<file path="src/rtl/ahb_ram_arbiter_if.sv">
// AHB-Lite master bus bundle used between one core bus (imem or dmem) and the RAM arbiter.
// The master modport drives the address/data phase; the slave modport returns data and status.
interface ahb_ram_arbiter_if;
  logic [31:0] haddr;
  logic [1:0]  htrans;
  logic        hwrite;
  logic [2:0]  hsize;
  logic [31:0] hwdata;
  logic [31:0] hrdata;
  logic        hready;
  logic        hresp;

  modport master (
    output haddr, htrans, hwrite, hsize, hwdata,
    input  hrdata, hready, hresp
  );

  modport slave (
    input  haddr, htrans, hwrite, hsize, hwdata,
    output hrdata, hready, hresp
  );
endinterface

</file>
<file path="src/rtl/ahb_ram_arbiter.sv">
// Two-master AHB-Lite slave sharing one single-ported synchronous RAM bank with round-robin arbitration.
// Optional address/alignment error responses are compiled in with `define MEM_ARB_ERR_EN.
module ahb_ram_arbiter #(
  parameter int ADDR_W = 14
) (
  input  logic                 clk,
  input  logic                 reset,
  ahb_ram_arbiter_if.slave     imem,
  ahb_ram_arbiter_if.slave     dmem,
  output logic                 ram_en,
  output logic [ADDR_W-1:0]    ram_addr,
  output logic                 ram_rwn,
  output logic [3:0]           ram_wben,
  output logic [31:0]          ram_write,
  input  logic [31:0]          ram_read
);

`ifdef MEM_ARB_ERR_EN
  typedef enum logic [2:0] {S_IDLE, S_WAIT, S_DONE, S_ERR1, S_ERR2} state_t;
`else
  typedef enum logic [2:0] {S_IDLE, S_WAIT, S_DONE} state_t;
`endif

  // Index 0 is imem, index 1 is dmem throughout.
  logic [31:0]       haddr  [2];
  logic [1:0]        htrans [2];
  logic              hwrite [2];
  logic [2:0]        hsize  [2];
  logic [31:0]       hwdata [2];
  logic [31:0]       hrdata [2];

  state_t            state_q  [2];
  logic              hready_q [2];
  logic [ADDR_W-1:0] pend_addr  [2];
  logic              pend_write [2];
  logic [2:0]        pend_size  [2];

  logic              favour_q;
  logic [1:0]        wait_v;
  logic [1:0]        gnt;
  logic              gnt_sel;
  logic              cap [2];

  assign haddr[0]  = imem.haddr;
  assign haddr[1]  = dmem.haddr;
  assign htrans[0] = imem.htrans;
  assign htrans[1] = dmem.htrans;
  assign hwrite[0] = imem.hwrite;
  assign hwrite[1] = dmem.hwrite;
  assign hsize[0]  = imem.hsize;
  assign hsize[1]  = dmem.hsize;
  assign hwdata[0] = imem.hwdata;
  assign hwdata[1] = dmem.hwdata;

  function automatic logic [3:0] lane_mask(input logic [2:0] size, input logic [1:0] a);
    logic [3:0] m;
    case (size)
      3'b000:  m = 4'b0001 << a;
      3'b001:  m = a[1] ? 4'b1100 : 4'b0011;
      default: m = 4'b1111;
    endcase
    return m;
  endfunction

`ifdef MEM_ARB_ERR_EN
  logic hresp_q [2];
  logic cap_err [2];

  function automatic logic addr_err(input logic [31:0] a, input logic [2:0] size);
    logic err;
    err = (a[31:ADDR_W] != '0);
    case (size)
      3'b000:  err = err;
      3'b001:  err = err | a[0];
      default: err = err | (a[1:0] != 2'b00);
    endcase
    return err;
  endfunction

  assign cap_err[0] = addr_err(haddr[0], hsize[0]);
  assign cap_err[1] = addr_err(haddr[1], hsize[1]);
  assign imem.hresp = hresp_q[0];
  assign dmem.hresp = hresp_q[1];

  logic unused_htrans_lo;
  assign unused_htrans_lo = ^{htrans[0][0], htrans[1][0]};
`else
  assign imem.hresp = 1'b0;
  assign dmem.hresp = 1'b0;

  // Upper address bits alias onto the bank when error checking is compiled out.
  logic unused_addr_hi;
  assign unused_addr_hi = ^{haddr[0][31:ADDR_W], haddr[1][31:ADDR_W],
                            htrans[0][0], htrans[1][0]};
`endif

  // An address phase is accepted whenever the slave is currently showing hready.
  assign cap[0] = hready_q[0] & htrans[0][1];
  assign cap[1] = hready_q[1] & htrans[1][1];

  assign wait_v = {state_q[1] == S_WAIT, state_q[0] == S_WAIT};

  always_comb begin
    gnt     = 2'b00;
    gnt_sel = 1'b0;
    if (&wait_v) begin
      gnt_sel      = favour_q;
      gnt[favour_q] = 1'b1;
    end else if (wait_v[0]) begin
      gnt_sel = 1'b0;
      gnt[0]  = 1'b1;
    end else if (wait_v[1]) begin
      gnt_sel = 1'b1;
      gnt[1]  = 1'b1;
    end
  end

  // Per-master FSMs and the fairness bit.
  always_ff @(posedge clk or posedge reset) begin
    if (reset) begin
      favour_q <= 1'b0;
      for (int i = 0; i < 2; i++) begin
        state_q[i]  <= S_IDLE;
        hready_q[i] <= 1'b1;
`ifdef MEM_ARB_ERR_EN
        hresp_q[i]  <= 1'b0;
`endif
      end
    end else begin
      if (&wait_v)
        favour_q <= ~favour_q;
      for (int i = 0; i < 2; i++) begin
        case (state_q[i])
          S_WAIT: begin
            if (gnt[i]) begin
              state_q[i]  <= S_DONE;
              hready_q[i] <= 1'b1;
            end
          end
`ifdef MEM_ARB_ERR_EN
          S_ERR1: begin
            state_q[i]  <= S_ERR2;
            hready_q[i] <= 1'b1;
            hresp_q[i]  <= 1'b1;
          end
`endif
          default: begin
            if (cap[i]) begin
`ifdef MEM_ARB_ERR_EN
              if (cap_err[i]) begin
                state_q[i]  <= S_ERR1;
                hready_q[i] <= 1'b0;
                hresp_q[i]  <= 1'b1;
              end else
`endif
              begin
                state_q[i]  <= S_WAIT;
                hready_q[i] <= 1'b0;
`ifdef MEM_ARB_ERR_EN
                hresp_q[i]  <= 1'b0;
`endif
              end
            end else begin
              state_q[i]  <= S_IDLE;
              hready_q[i] <= 1'b1;
`ifdef MEM_ARB_ERR_EN
              hresp_q[i]  <= 1'b0;
`endif
            end
          end
        endcase
      end
    end
  end

  // Pending address-phase capture; state alone decides whether it is used.
  always_ff @(posedge clk) begin
    for (int i = 0; i < 2; i++) begin
      if (cap[i]) begin
        pend_addr[i]  <= haddr[i][ADDR_W-1:0];
        pend_write[i] <= hwrite[i];
        pend_size[i]  <= hsize[i];
      end
    end
  end

  // RAM side: combinational from the grant so a write lands in the grant cycle.
  always_comb begin
    ram_en    = (|gnt) & ~reset;
    ram_addr  = '0;
    ram_rwn   = 1'b1;
    ram_wben  = 4'b0000;
    ram_write = 32'h0;
    if (ram_en) begin
      ram_addr  = {pend_addr[gnt_sel][ADDR_W-1:2], 2'b00};
      ram_rwn   = ~pend_write[gnt_sel];
      ram_write = hwdata[gnt_sel];
      if (pend_write[gnt_sel])
        ram_wben = lane_mask(pend_size[gnt_sel], pend_addr[gnt_sel][1:0]);
    end
  end

  always_comb begin
    for (int i = 0; i < 2; i++) begin
      hrdata[i] = 32'h0;
      if (state_q[i] == S_DONE && !pend_write[i])
        hrdata[i] = ram_read;
    end
  end

  assign imem.hrdata = hrdata[0];
  assign dmem.hrdata = hrdata[1];
  assign imem.hready = hready_q[0];
  assign dmem.hready = hready_q[1];

endmodule

</file>
<file path="src/flat_wrapper.sv">
// flat-port wrapper written by rule: the top's interface ports become plain ports
module ahb_ram_arbiter_flat 
#(
  parameter int ADDR_W = 14
)
  (clk, reset, ram_en, ram_addr, ram_rwn, ram_wben, ram_write, ram_read, imem_haddr, imem_htrans, imem_hwrite, imem_hsize, imem_hwdata, imem_hrdata, imem_hready, imem_hresp, dmem_haddr, dmem_htrans, dmem_hwrite, dmem_hsize, dmem_hwdata, dmem_hrdata, dmem_hready, dmem_hresp);
  ahb_ram_arbiter_if imem_i ();
  ahb_ram_arbiter_if dmem_i ();
  input  logic clk;
  input  logic reset;
  output logic ram_en;
  output logic [ADDR_W-1:0] ram_addr;
  output logic ram_rwn;
  output logic [3:0] ram_wben;
  output logic [31:0] ram_write;
  input  logic [31:0] ram_read;
  input wire logic [$bits(imem_i.haddr)-1:0] imem_haddr;
  input wire logic [$bits(imem_i.htrans)-1:0] imem_htrans;
  input wire logic [$bits(imem_i.hwrite)-1:0] imem_hwrite;
  input wire logic [$bits(imem_i.hsize)-1:0] imem_hsize;
  input wire logic [$bits(imem_i.hwdata)-1:0] imem_hwdata;
  output wire logic [$bits(imem_i.hrdata)-1:0] imem_hrdata;
  output wire logic [$bits(imem_i.hready)-1:0] imem_hready;
  output wire logic [$bits(imem_i.hresp)-1:0] imem_hresp;
  input wire logic [$bits(dmem_i.haddr)-1:0] dmem_haddr;
  input wire logic [$bits(dmem_i.htrans)-1:0] dmem_htrans;
  input wire logic [$bits(dmem_i.hwrite)-1:0] dmem_hwrite;
  input wire logic [$bits(dmem_i.hsize)-1:0] dmem_hsize;
  input wire logic [$bits(dmem_i.hwdata)-1:0] dmem_hwdata;
  output wire logic [$bits(dmem_i.hrdata)-1:0] dmem_hrdata;
  output wire logic [$bits(dmem_i.hready)-1:0] dmem_hready;
  output wire logic [$bits(dmem_i.hresp)-1:0] dmem_hresp;
  assign imem_i.haddr = imem_haddr;
  assign imem_i.htrans = imem_htrans;
  assign imem_i.hwrite = imem_hwrite;
  assign imem_i.hsize = imem_hsize;
  assign imem_i.hwdata = imem_hwdata;
  assign imem_hrdata = imem_i.hrdata;
  assign imem_hready = imem_i.hready;
  assign imem_hresp = imem_i.hresp;
  assign dmem_i.haddr = dmem_haddr;
  assign dmem_i.htrans = dmem_htrans;
  assign dmem_i.hwrite = dmem_hwrite;
  assign dmem_i.hsize = dmem_hsize;
  assign dmem_i.hwdata = dmem_hwdata;
  assign dmem_hrdata = dmem_i.hrdata;
  assign dmem_hready = dmem_i.hready;
  assign dmem_hresp = dmem_i.hresp;
  ahb_ram_arbiter #(.ADDR_W(ADDR_W)) u_core (.clk(clk), .reset(reset), .imem(imem_i), .dmem(dmem_i), .ram_en(ram_en), .ram_addr(ram_addr), .ram_rwn(ram_rwn), .ram_wben(ram_wben), .ram_write(ram_write), .ram_read(ram_read));
endmodule
</file>
<file path="config.mk">
export PLATFORM = sky130hd
export DESIGN_NAME = ahb_ram_arbiter_flat
export DESIGN_NICKNAME = d
export VERILOG_FILES = /design/src/rtl/ahb_ram_arbiter_if.sv /design/src/rtl/ahb_ram_arbiter.sv /design/src/flat_wrapper.sv
export SDC_FILE = /design/constraint.sdc
export NUM_CORES = 1
export LEC_CHECK = 0
export BUFFER_PORTS_ARGS = -buffer_cell sky130_fd_sc_hd__buf_4
export CORE_AREA = 2 2 113 115
export CTS_BUF_LIST = sky130_fd_sc_hd__clkbuf_4
export CTS_CLUSTER_SIZE = 8
export DETAILED_ROUTE_END_ITERATION = 8
export DIE_AREA = 0 0 115 117
export HOLD_SLACK_MARGIN = 0.12
export SYNTH_ARGS = -nofsm -noshare
export SYNTH_HDL_FRONTEND = slang
export SYNTH_SLANG_ARGS = --single-unit
</file>
<file path="constraint.sdc">
create_clock -name clk -period 3.3 [get_ports clk]
set_clock_uncertainty 0.15 [all_clocks]
set_input_delay 0.33 -clock clk [delete_from_list [all_inputs] [get_ports clk]]
set_output_delay 0.33 -clock clk [all_outputs]
set_load 0.05 [all_outputs]
</file>
== After elaboration in Yosys (flattened, before gate mapping) ==
Memory sizes are Yosys's and may differ from the RTL's.
Cells that the tools add are included.

* $lt $le $gt $ge: 3
* Equality and inequality tests: 7
* Shifts and indexed selects: 1
* Mux-type cells: 35
* Bitwise operators: 7
* Reduce and logical (&&, ||, !) cells: 8

{| class="wikitable"
|+ Operator list
! cell !! number
|-
| 32-bit 2-to-1 mux || 6
|-
| 1-bit 2-to-1 mux || 18
|-
| 14-bit 2-to-1 mux || 1
|-
| 3-bit 2-to-1 mux || 4
|-
| 4-bit 2-to-1 mux || 3
|-
| 3-bit by 1-bit equality test with 1-bit output, second input constant || 3
|-
| 4-bit case mux with 2 select lines || 1
|-
| 3-bit by 2-bit equality test with 1-bit output, second input constant || 2
|-
| 2-bit inequality test, second input constant || 2
|-
| 1-bit by 2-bit left shift with 4-bit output, first input constant || 1
|-
| 1-bit AND || 3
|-
| 1-bit logical AND || 3
|-
| 3-bit zero test || 1
|-
| 1-bit NOT || 3
|-
| 2-bit >= comparator, second input constant || 1
|-
| 1-bit zero test || 2
|-
| 1-bit by 2-bit less-than comparator with 1-bit output, second input constant || 1
|-
| 2-bit 2-to-1 mux || 1
|-
| 1-bit NOT with 2-bit output || 1
|-
| 2-bit AND reduction || 1
|-
| 2-bit OR reduction || 1
|-
| 1-bit demux with 1-bit select || 1
|-
| 1-bit >= comparator, second input constant || 1
|}

* Flip-flop bits (word level): 9
* Bits in writable memories: 36
* Bits of input ports: 174
* Output and inout port bits: 120
* Word-level logic and storage cells: 69
* Memories kept: 3

{| class="wikitable"
|+ Memory list
! name !! depth !! bits a word !! read ports !! clocked after memory_dff !! write ports !! RTL line !! RTL
|-
| u_core.pend_addr || 2 || 14 || 1 || 0 || 2 || ahb_ram_arbiter.sv:34 || <nowiki>logic [ADDR_W-1:0] pend_addr [2];</nowiki>
|-
| u_core.pend_size || 2 || 3 || 1 || 0 || 2 || ahb_ram_arbiter.sv:36 || <nowiki>logic [2:0] pend_size [2];</nowiki>
|-
| u_core.pend_write || 2 || 1 || 3 || 0 || 2 || ahb_ram_arbiter.sv:35 || <nowiki>logic pend_write [2];</nowiki>
|}

== Longest topological paths before layout ==
Gate-level depths: netlist of run 1.

* Depth in word-level cells: 9
* Depth in mapped cells: 7
* Gate-level depth less buffers: 5

== Least setup slack after synthesis of run 1 ==
Ideal clock, no wire load.

* Path kind: reg-to-output
* Start: register u_core.favour_q
* End: output port ram_addr[10]
* Arrival: 2130 ps
* Required time: 2820 ps
* Slack: 690 ps
* Stages on the path, launching flop included: 8
* Path buffers: 3
* Path through: dfrtp_1 or3b_1 buf_6 nand2_4 buf_6 buf_2 nand2_1 a21oi_1

* Longest elaborated chain between the ends: 8
* Elaborated cells on any way between the ends: 11
* Those cells by class: order compare: 2; mux: 5; bitwise: 1; reduce/logical: 2; memory: 1

{| class="wikitable"
|+ RTL lines
! element !! RTL line !! RTL
|-
| from (decl) || ahb_ram_arbiter.sv:38 || <nowiki>logic favour_q;</nowiki>
|-
| from (signal assigned) || ahb_ram_arbiter.sv:131 || <nowiki>favour_q <= ~favour_q;</nowiki>
|-
| 1-bit by 2-bit less-than comparator with 1-bit output (implied by the code) or 1-bit >= comparator (tied branches) || ahb_ram_arbiter.sv:108 || <nowiki>gnt[favour_q] = 1'b1;</nowiki>
|-
| 1-bit logical AND (implied by the code) || ahb_ram_arbiter.sv:108 ||
|-
| 1-bit 2-to-1 mux (implied by the code) || ahb_ram_arbiter.sv:108 ||
|-
| 1-bit demux with 1-bit select || - ||
|-
| 2-bit 2-to-1 mux || ahb_ram_arbiter.sv:106 || <nowiki>if (&wait_v) begin</nowiki>
|-
| 2-bit OR reduction || ahb_ram_arbiter.sv:189 || <nowiki>ram_en = (|gnt) & ~reset;</nowiki>
|-
| 1-bit AND || ahb_ram_arbiter.sv:189 ||
|-
| 14-bit 2-to-1 mux (*) || ahb_ram_arbiter.sv:194 || <nowiki>if (ram_en) begin</nowiki>
|-
| to (decl) || flat_wrapper.sv:12 || <nowiki>output logic [ADDR_W-1:0] ram_addr;</nowiki>
|}

Every way passes the cells marked *; elsewhere a longest branch is shown, timed or not.

== Final worst setup path of run 1 ==
* Start: register u_core.favour_q
* End: output port ram_write[29]

* Longest elaborated chain between the ends: 8
* Elaborated cells on any way between the ends: 14
* Those cells by class: order compare: 2; mux: 8; bitwise: 2; reduce/logical: 2

{| class="wikitable"
|+ RTL lines
! element !! RTL line !! RTL
|-
| 1-bit by 2-bit less-than comparator with 1-bit output (implied by the code) or 1-bit >= comparator (tied branches) || ahb_ram_arbiter.sv:108 ||
|-
| 1-bit logical AND (implied by the code) || ahb_ram_arbiter.sv:108 ||
|-
| 1-bit 2-to-1 mux (implied by the code) || ahb_ram_arbiter.sv:108 ||
|-
| 1-bit demux with 1-bit select || - ||
|-
| 2-bit 2-to-1 mux || ahb_ram_arbiter.sv:106 ||
|-
| 2-bit OR reduction || ahb_ram_arbiter.sv:189 ||
|-
| 1-bit AND || ahb_ram_arbiter.sv:189 ||
|-
| 32-bit 2-to-1 mux (*) || ahb_ram_arbiter.sv:194 ||
|-
| to (decl) || flat_wrapper.sv:15 || <nowiki>output logic [31:0] ram_write;</nowiki>
|}

Every way passes the cells marked *; elsewhere a longest branch is shown, timed or not. The select of a mux whose other input is x is not followed.

==> impl_summary.txt, run 1 <==
----------------------------------------------------
[Floorplan]
  I/O Pins ... 294
  Die boundary height ... around 120 um
  Initial Util ... between 20% and 30%
  Die area ... 13,500 um2
  Rows ... between 40 and 50
  Area of the placeable core ... 12,300 um2
  Horizontal die dimension ... 115 um

[Cells and area]
  Final core area utilization ... 41.6%
  Count of nets after finishing ... 767
  Commonest non-fill, non-tap cell in the layout ... sky130_fd_sc_hd__buf_4
  Most used cells in the layout excluding fill and tap cells ... 255 x sky130_fd_sc_hd__buf_4, 92 x sky130_fd_sc_hd__nand2_1, 66 x sky130_fd_sc_hd__and2_1
  Filler-free cell count of the finished design ... between 700 and 800
  Fraction of layout instances using a drive strength above 1 ... 45.8%
  Area growth from synthesis to layout ... 90.7%
  Antenna cell count ... 0

[Routing]
  Total wire length ... 9.98 mm
  Iteration-0 DRC count of the detailed router ... 107
  Number of remaining DRC errors ... 0
  DRT Pass-1 Iters ... 4
  Vias after detailed routing ... 3,174
  Routed len/inst ... between 10 and 15 um
  Vias per inst ... ~4.3
  Antenna-violating nets left ... 0

[Power]
  Leakage power summed over all cells ... 0.00250 uW
  Power Dens Cells ... roughly 700 nW/um2
  Total design power ... 3510 uW
  IR Drop Worst-Case VDD ... around 0.0006 V

[Critical path]
  Most Frequent Cell on Critical Path ... sky130_fd_sc_hd__buf_4
  FF-to-FF path depth ... 3
  Top delay family on crit path ... simple AND/OR/NAND/NOR gates
  Setup slack on the worst flop-to-flop path ... 1390 ps
  CP max-delay cell ... sky130_fd_sc_hd__or3b_1
  Setup crit start kind ... flop
  Delay of the slowest cell on the worst path ... 520 ps
  Type of element capturing the critical path ... primary output
  Crit Reg-Reg Startpoint ... u_core.dmem.hready
  Number of buffers and inverters on the critical path ... 2
  Cell breakdown of the critical path ... or3b_1 -> nand2_4 -> buf_4 -> nand2_1 -> a21oi_1 -> buf_4
  Highest fanout seen on the critical path ... 44
  Type of the worst setup path ... reg2out
  FF-to-FF End ... u_core.dmem.hready
  Required time of the critical path ... 2820 ps
  Worst EP arrival ... 2460 ps

[Logic synthesis]
  Seq cells post-synth ... between 40 and 50
  Synth Area per Inst ... 8.47 um2
  Cell area after synthesis ... 2680 um2
  Number of flops mapped to enable cells by yosys ... 36
  Portion of the post-synthesis area used by sequential elements ... 46.9%
  Post-Syn Instances ... 317
  Ys flop type ... sky130_fd_sc_hd__edfxtp_1
  Async set-or-reset flop fraction in the synthesized netlist ... 16.3%
  Synthesis warning total ... 0
  Cell variety after synth ... 30

[Clocking]
  Master cell of the clock root buffer ... sky130_fd_sc_hd__clkbuf_4
  Clock Tree Buf Depth ... 2
  Clock insertion delay at the later pin of the skew report ... around 350 ps
  Clk pin slew, worst setup/hold paths ... 130 ps
  Clock sink count ... 43
  Clock tree from TritonCTS ... yes
  TritonCTS Buffers ... 5
  H-tree depth ... 2

[Status]
  Status ... completed

[Global route]
  Pin count of the biggest net entering global routing ... 46
  Overflow left after global routing ... 0
  First-pass GRT wire length ... around 14 mm
  Via count of the first global-routing pass ... 2,844
  Number of antenna violations at the first check in global routing ... 0
  Total global-route track usage ... 13.1%

[Placement]
  HPWL Detailed ... 7.51 mm
  Number of cells after detailed placement ... 699
  Number of input and output port buffers inserted ... 251
  Final estimated routing congestion in global placement ... approximately 0.76

[STA]
  Unrepaired setup endpoints after global routing ... no
  Number of endpoints failing setup at the final stage ... 0
  Share of the clock period used by the worst path after layout ... 89.1%
  Final Critical Period ... 2940 ps
  Fmax achieved ... between 300 and 400 MHz
  Final Hold Vio Count ... 0
  Relative slew margins ... 35.2%
  Fin Setup TNS ... 0 ps
  Fin. max-slew vios ... 0
  Transition time at the pin with the least slew margin ... roughly 970 ps

[Run]
  Number of max-cap violations ... 0

[Min path]
  Class of the worst hold path ... in2async

----------------------------------------------------
worst max path at each step:
| stage | from | to | slack [ps] | depth (start not counted) |
|---|---|---|---|---|
| after global routing | u_core.favour_q | ram_write[29] | 210 | 6 |
| after detailed placement | u_core.favour_q | ram_write[29] | 760 | 6 |
| after floorplan | u_core.favour_q | ram_addr[10] | 690 | 7 |
| after global placement | u_core.favour_q | ram_write[29] | 800 | 6 |
| after CTS | u_core.favour_q | ram_write[29] | 350 | 6 |
| final | u_core.favour_q | ram_write[29] | 360 | 6 |
cell type report:
type,instances,area [um2]
tap,150,188
sequential,43,1260
multi-input combinational,245,1280
clock inverter,3,43.8
inverter,6,22.5
clock buffer,5,37.5
timing repair buffer,292,2280
fill,1220,7190
worst min-delay path, cell delays in order:
cell                            delay (ps)
sky130_fd_sc_hd__dlygate4sd3_1         540
sky130_fd_sc_hd__buf_4                 140
sky130_fd_sc_hd__inv_1                 220
timing repair:
action / 4_1_cts / 5_1_grt
hold endpoints to repair: 43 / 0
buffers inserted: 0 / 0
hold buffers: 37 / 0
resized for setup: 0 / 0
state kept, by name (all words and copies together) (netlist names):
name	count
u_core.dmem.hready	1
u_core.favour_q	1
u_core.imem.hready	1
u_core.pend_addr	28
u_core.pend_size	6
u_core.pend_write	2
u_core.state_q	4
per-stage QoR:
stage | area (um2) | hold WS (ps) | setup WS [ps]
finish | 5120 | 326 | 359
global route | 5120 | 335 | 215
CTS | 5120 | 313 | 353
detailed placement | 4670 | 152 | 765
global placement | 4670 | 142 | 797
floorplan | 2700 | -18.1 | 690
power breakdown:
group | switching, uW | internal (uW) | leakage (uW)
Combinational | 1680 | 719 | 0.00203
Sequential | 56.9 | 718 | 0.000428
Clock | 178 | 160 | 0.0000452
cells in the mapped netlist, types with 3 or more instances:
cell                       number  area, um2
sky130_fd_sc_hd__edfxtp_1      36       1080
sky130_fd_sc_hd__nand2_1       92        345
sky130_fd_sc_hd__buf_2          4       20.0
sky130_fd_sc_hd__o21ai_0        3       15.0
sky130_fd_sc_hd__o21a_1         5       37.5
sky130_fd_sc_hd__clkbuf_1      13       48.8
sky130_fd_sc_hd__nor2_1         3       11.3
sky130_fd_sc_hd__buf_4          6       45.0
sky130_fd_sc_hd__nor3b_1        5       37.5
sky130_fd_sc_hd__dfrtp_1        5        125
sky130_fd_sc_hd__a211oi_1       4       30.0
sky130_fd_sc_hd__nor4_1         3       18.8
sky130_fd_sc_hd__and2_1        66        413
sky130_fd_sc_hd__a21oi_1       47        235
sky130_fd_sc_hd__inv_1          5       18.8
cells by family after synthesis:
group,share of synthesized area (%)
flops,46.9
buf+inv,6.06
other cells,0.140
xor+xnor,0.326
compound gates,13.5
simple gates,33.1
routing by layer:
metal / part of all wire [%] / track usage (%) / up-vias
li1: - / - / 1590
met4: 0.80 / 3.13 / 0
met1: 39 / 15.7 / 1450
met2: 54 / 25.1 / 128
met5: 0 / 0 / -
met3: 5.7 / 1.60 / 6
Note: power is estimated with default switching activity, not from simulation.
==> run 2, diff against run 1 <==
Settings changed: PLACE_DENSITY set to 0.57.
==> run 2 against run 1 <==
Against the previous run:
- fmax shrank 2.0%
- via count decreased by 0.28%
- sequential share of layout area is 0.078 points higher
- sequential power is essentially flat
- flip-flop and latch count unchanged
- first-iteration DRC count is 9.3% higher
- combinational power is essentially flat
- total power decreased by 1.8%
- critical path type unchanged
- clock-buffer cell count is 1 higher
- core utilization down 0.13 points
- final area is 0.32% lower
- largest cell class unchanged
- critical path depth did not move
==> impl_summary.txt, run 2 (synthesis results as in run 1) <==
----------------------------------------------------
[Status]
  Status ... completed

[Cells and area]
  Most flops, register ... u_core.pend_addr
  Post-route cell area ... 5100 um2
  Antenna cell count ... 0
  Final core area utilization ... 41.4%
  Fraction of layout instances using a drive strength above 1 ... 45.9%
  Flip-flop count of the largest register after layout ... 28
  Count of nets after finishing ... about 770
  Commonest non-fill, non-tap cell in the layout ... sky130_fd_sc_hd__buf_4
  Fillcell total ... 1,235
  Top Registers ... u_core.pend_addr (28), u_core.pend_size (6), u_core.state_q (4)
  Most used cells in the layout excluding fill and tap cells ... 256 x sky130_fd_sc_hd__buf_4, 92 x sky130_fd_sc_hd__nand2_1, 66 x sky130_fd_sc_hd__and2_1
  Area growth from synthesis to layout ... 90.1%

[Critical path]
  Cell breakdown of the critical path ... or3b_1 -> nand2_4 -> buf_4 -> a21oi_1 -> o21a_1 -> buf_4
  Crit Reg-Reg Startpoint ... u_core.dmem.hready
  Critical Path Start ... u_core.favour_q
  Required time of the critical path ... 2820 ps
  Type of the worst setup path ... reg2out
  Setup crit start kind ... flop
  FF-to-FF End ... u_core.dmem.hready
  Delay of the slowest cell on the worst path ... 520 ps
  Worst EP arrival ... 2520 ps
  CP max-delay cell ... sky130_fd_sc_hd__or3b_1
  Setup slack on the worst flop-to-flop path ... 1410 ps
  Critical Path End ... ram_wben[0]
  FF-to-FF path depth ... 3
  Type of element capturing the critical path ... primary output
  Highest fanout seen on the critical path ... 47
  Most Frequent Cell on Critical Path ... sky130_fd_sc_hd__buf_4

[Floorplan]
  Area of the placeable core ... approximately 12,000 um2
  Initial Util ... between 20% and 30%
  Die area ... 13,500 um2
  Rows ... 41
  Die boundary height ... approximately 120 um
  I/O Pins ... 294
  Horizontal die dimension ... 115 um

[Power]
  Power Dens Cells ... 675 nW/um2
  IR Drop Worst-Case VDD ... 0.000391 V
  Leakage power summed over all cells ... about 0.0025 uW
  Total design power ... around 3400 uW

[Placement]
  Placement Setup Slack ... between 600 and 700 ps
  Number of input and output port buffers inserted ... 251
  HPWL Detailed ... ~7.6 mm
  Final estimated routing congestion in global placement ... between 0.7 and 0.8
  Cell area after placement ... 4670 um2

[STA]
  Fin Setup TNS ... 0 ps
  Fmax achieved ... between 300 and 400 MHz
  Relative slew margins ... 34.8%
  Setup slack after layout ... 300 ps
  Share of the clock period used by the worst path after layout ... 90.9%
  Number of endpoints failing setup at the final stage ... 0
  Unrepaired setup endpoints after global routing ... no
  Final Hold Vio Count ... 0
  Final Critical Period ... 3000 ps
  Fin. max-slew vios ... 0
  Transition time at the pin with the least slew margin ... 978 ps

[Routing]
  Total wire length ... 10.0 mm
  Iteration-0 DRC count of the detailed router ... 117
  Vias after detailed routing ... 3,165
  Number of remaining DRC errors ... 0
  Antenna-violating nets left ... 0
  Vias per inst ... 4.25
  DRT Pass-1 Iters ... 4
  Routed len/inst ... 13.5 um

[Global route]
  Total global-route track usage ... between 10% and 20%
  Via count of the first global-routing pass ... approximately 2,900
  Pin count of the biggest net entering global routing ... 48
  Overflow left after global routing ... 0
  Number of antenna violations at the first check in global routing ... 0
  First-pass GRT wire length ... about 14 mm

[Clocking]
  Clock Tree Buf Depth ... 2
  TritonCTS Buffers ... 5
  Master cell of the clock root buffer ... sky130_fd_sc_hd__clkbuf_4
  Clk pin slew, worst setup/hold paths ... between 100 and 150 ps
  Clock insertion delay at the later pin of the skew report ... 340 ps
  PostCTS Resize Cnt ... 0
  Buffers inserted by post-CTS timing repair ... 0
  Clock sink count ... 43
  H-tree depth ... 2
  Clock tree from TritonCTS ... yes

[Run]
  Number of max-cap violations ... 0

[Min path]
  Class of the worst hold path ... in2async

----------------------------------------------------
==> run 2: cell types whose count changed in the layout (fill, tap and decap cells not counted) <==
cell	change
sky130_fd_sc_hd__clkinv_4	-1
sky130_fd_sc_hd__buf_4	+1
sky130_fd_sc_hd__bufinv_16	-1
sky130_fd_sc_hd__clkinvlp_4	+1
sky130_fd_sc_hd__clkbuf_4	+1
==> run 2: how the worst min path moves through the flow <==
stage	start	to	slack [ps]
global route	reset	u_core.state_q[3]	350
global placement	reset	u_core.favour_q	140
finish	reset	u_core.state_q[3]	340
detailed placement	reset	u_core.state_q[3]	150
CTS	reset	u_core.state_q[3]	330
floorplan	reset	u_core.favour_q	-20
==> run 2: per-stage QoR <==
step / std cells / hold slack [ps]
6_report: 745 / 344
3_5_place_dp: 700 / 148
3_3_place_gp: 700 / 137
5_1_grt: 745 / 346
2_1_floorplan: 320 / -18.1
4_1_cts: 745 / 333
==> run 2: area by class of cell <==
| type | instances | area, um2 | share of cell area, % |
|---|---|---|---|
| Sequential cell | 43 | 1260 | 24.7 |
| Clock inverter | 2 | 12.5 | 0.245 |
| Multi-Input combinational cell | 245 | 1280 | 25.2 |
| Timing Repair Buffer | 293 | 2290 | 44.9 |
| Clock buffer | 6 | 45.0 | 0.883 |
| Inverter | 6 | 22.5 | 0.441 |
| Tap cell | 150 | 188 | 3.68 |
==> run 2: repair_timing <==
item | CTS | global route
hold buffers | 37 | 0
endpoints found under the hold margin | 43 | 0
endpoints found under the setup margin | 0 | 0
==> run 2: report_power, final <==
group | internal (uW) | switching (uW)
Combinational | 725 | 1680
Sequential | 718 | 55.1
Clock | 90.7 | 173
==> run 2: worst max-delay path: cells and delay by family, from the launching register on <==
kind | cells | cell delay, ps
flops | 1 | 470
buf+inv | 2 | 610
simple gates | 2 | 640
compound gates | 2 | 440
==> run 2: layer usage <==
metal  share of wire, %  GRT usage [%]  vias to the layer above  routed length (um)
met5                  0              0                        -                   0
met4               0.66           2.57                        0                  66
met3                6.6           2.27                        6                 665
met2                 54           25.8                      133                5430
met1                 39           15.1                     1432                3870
li1                   -              -                     1594                   -
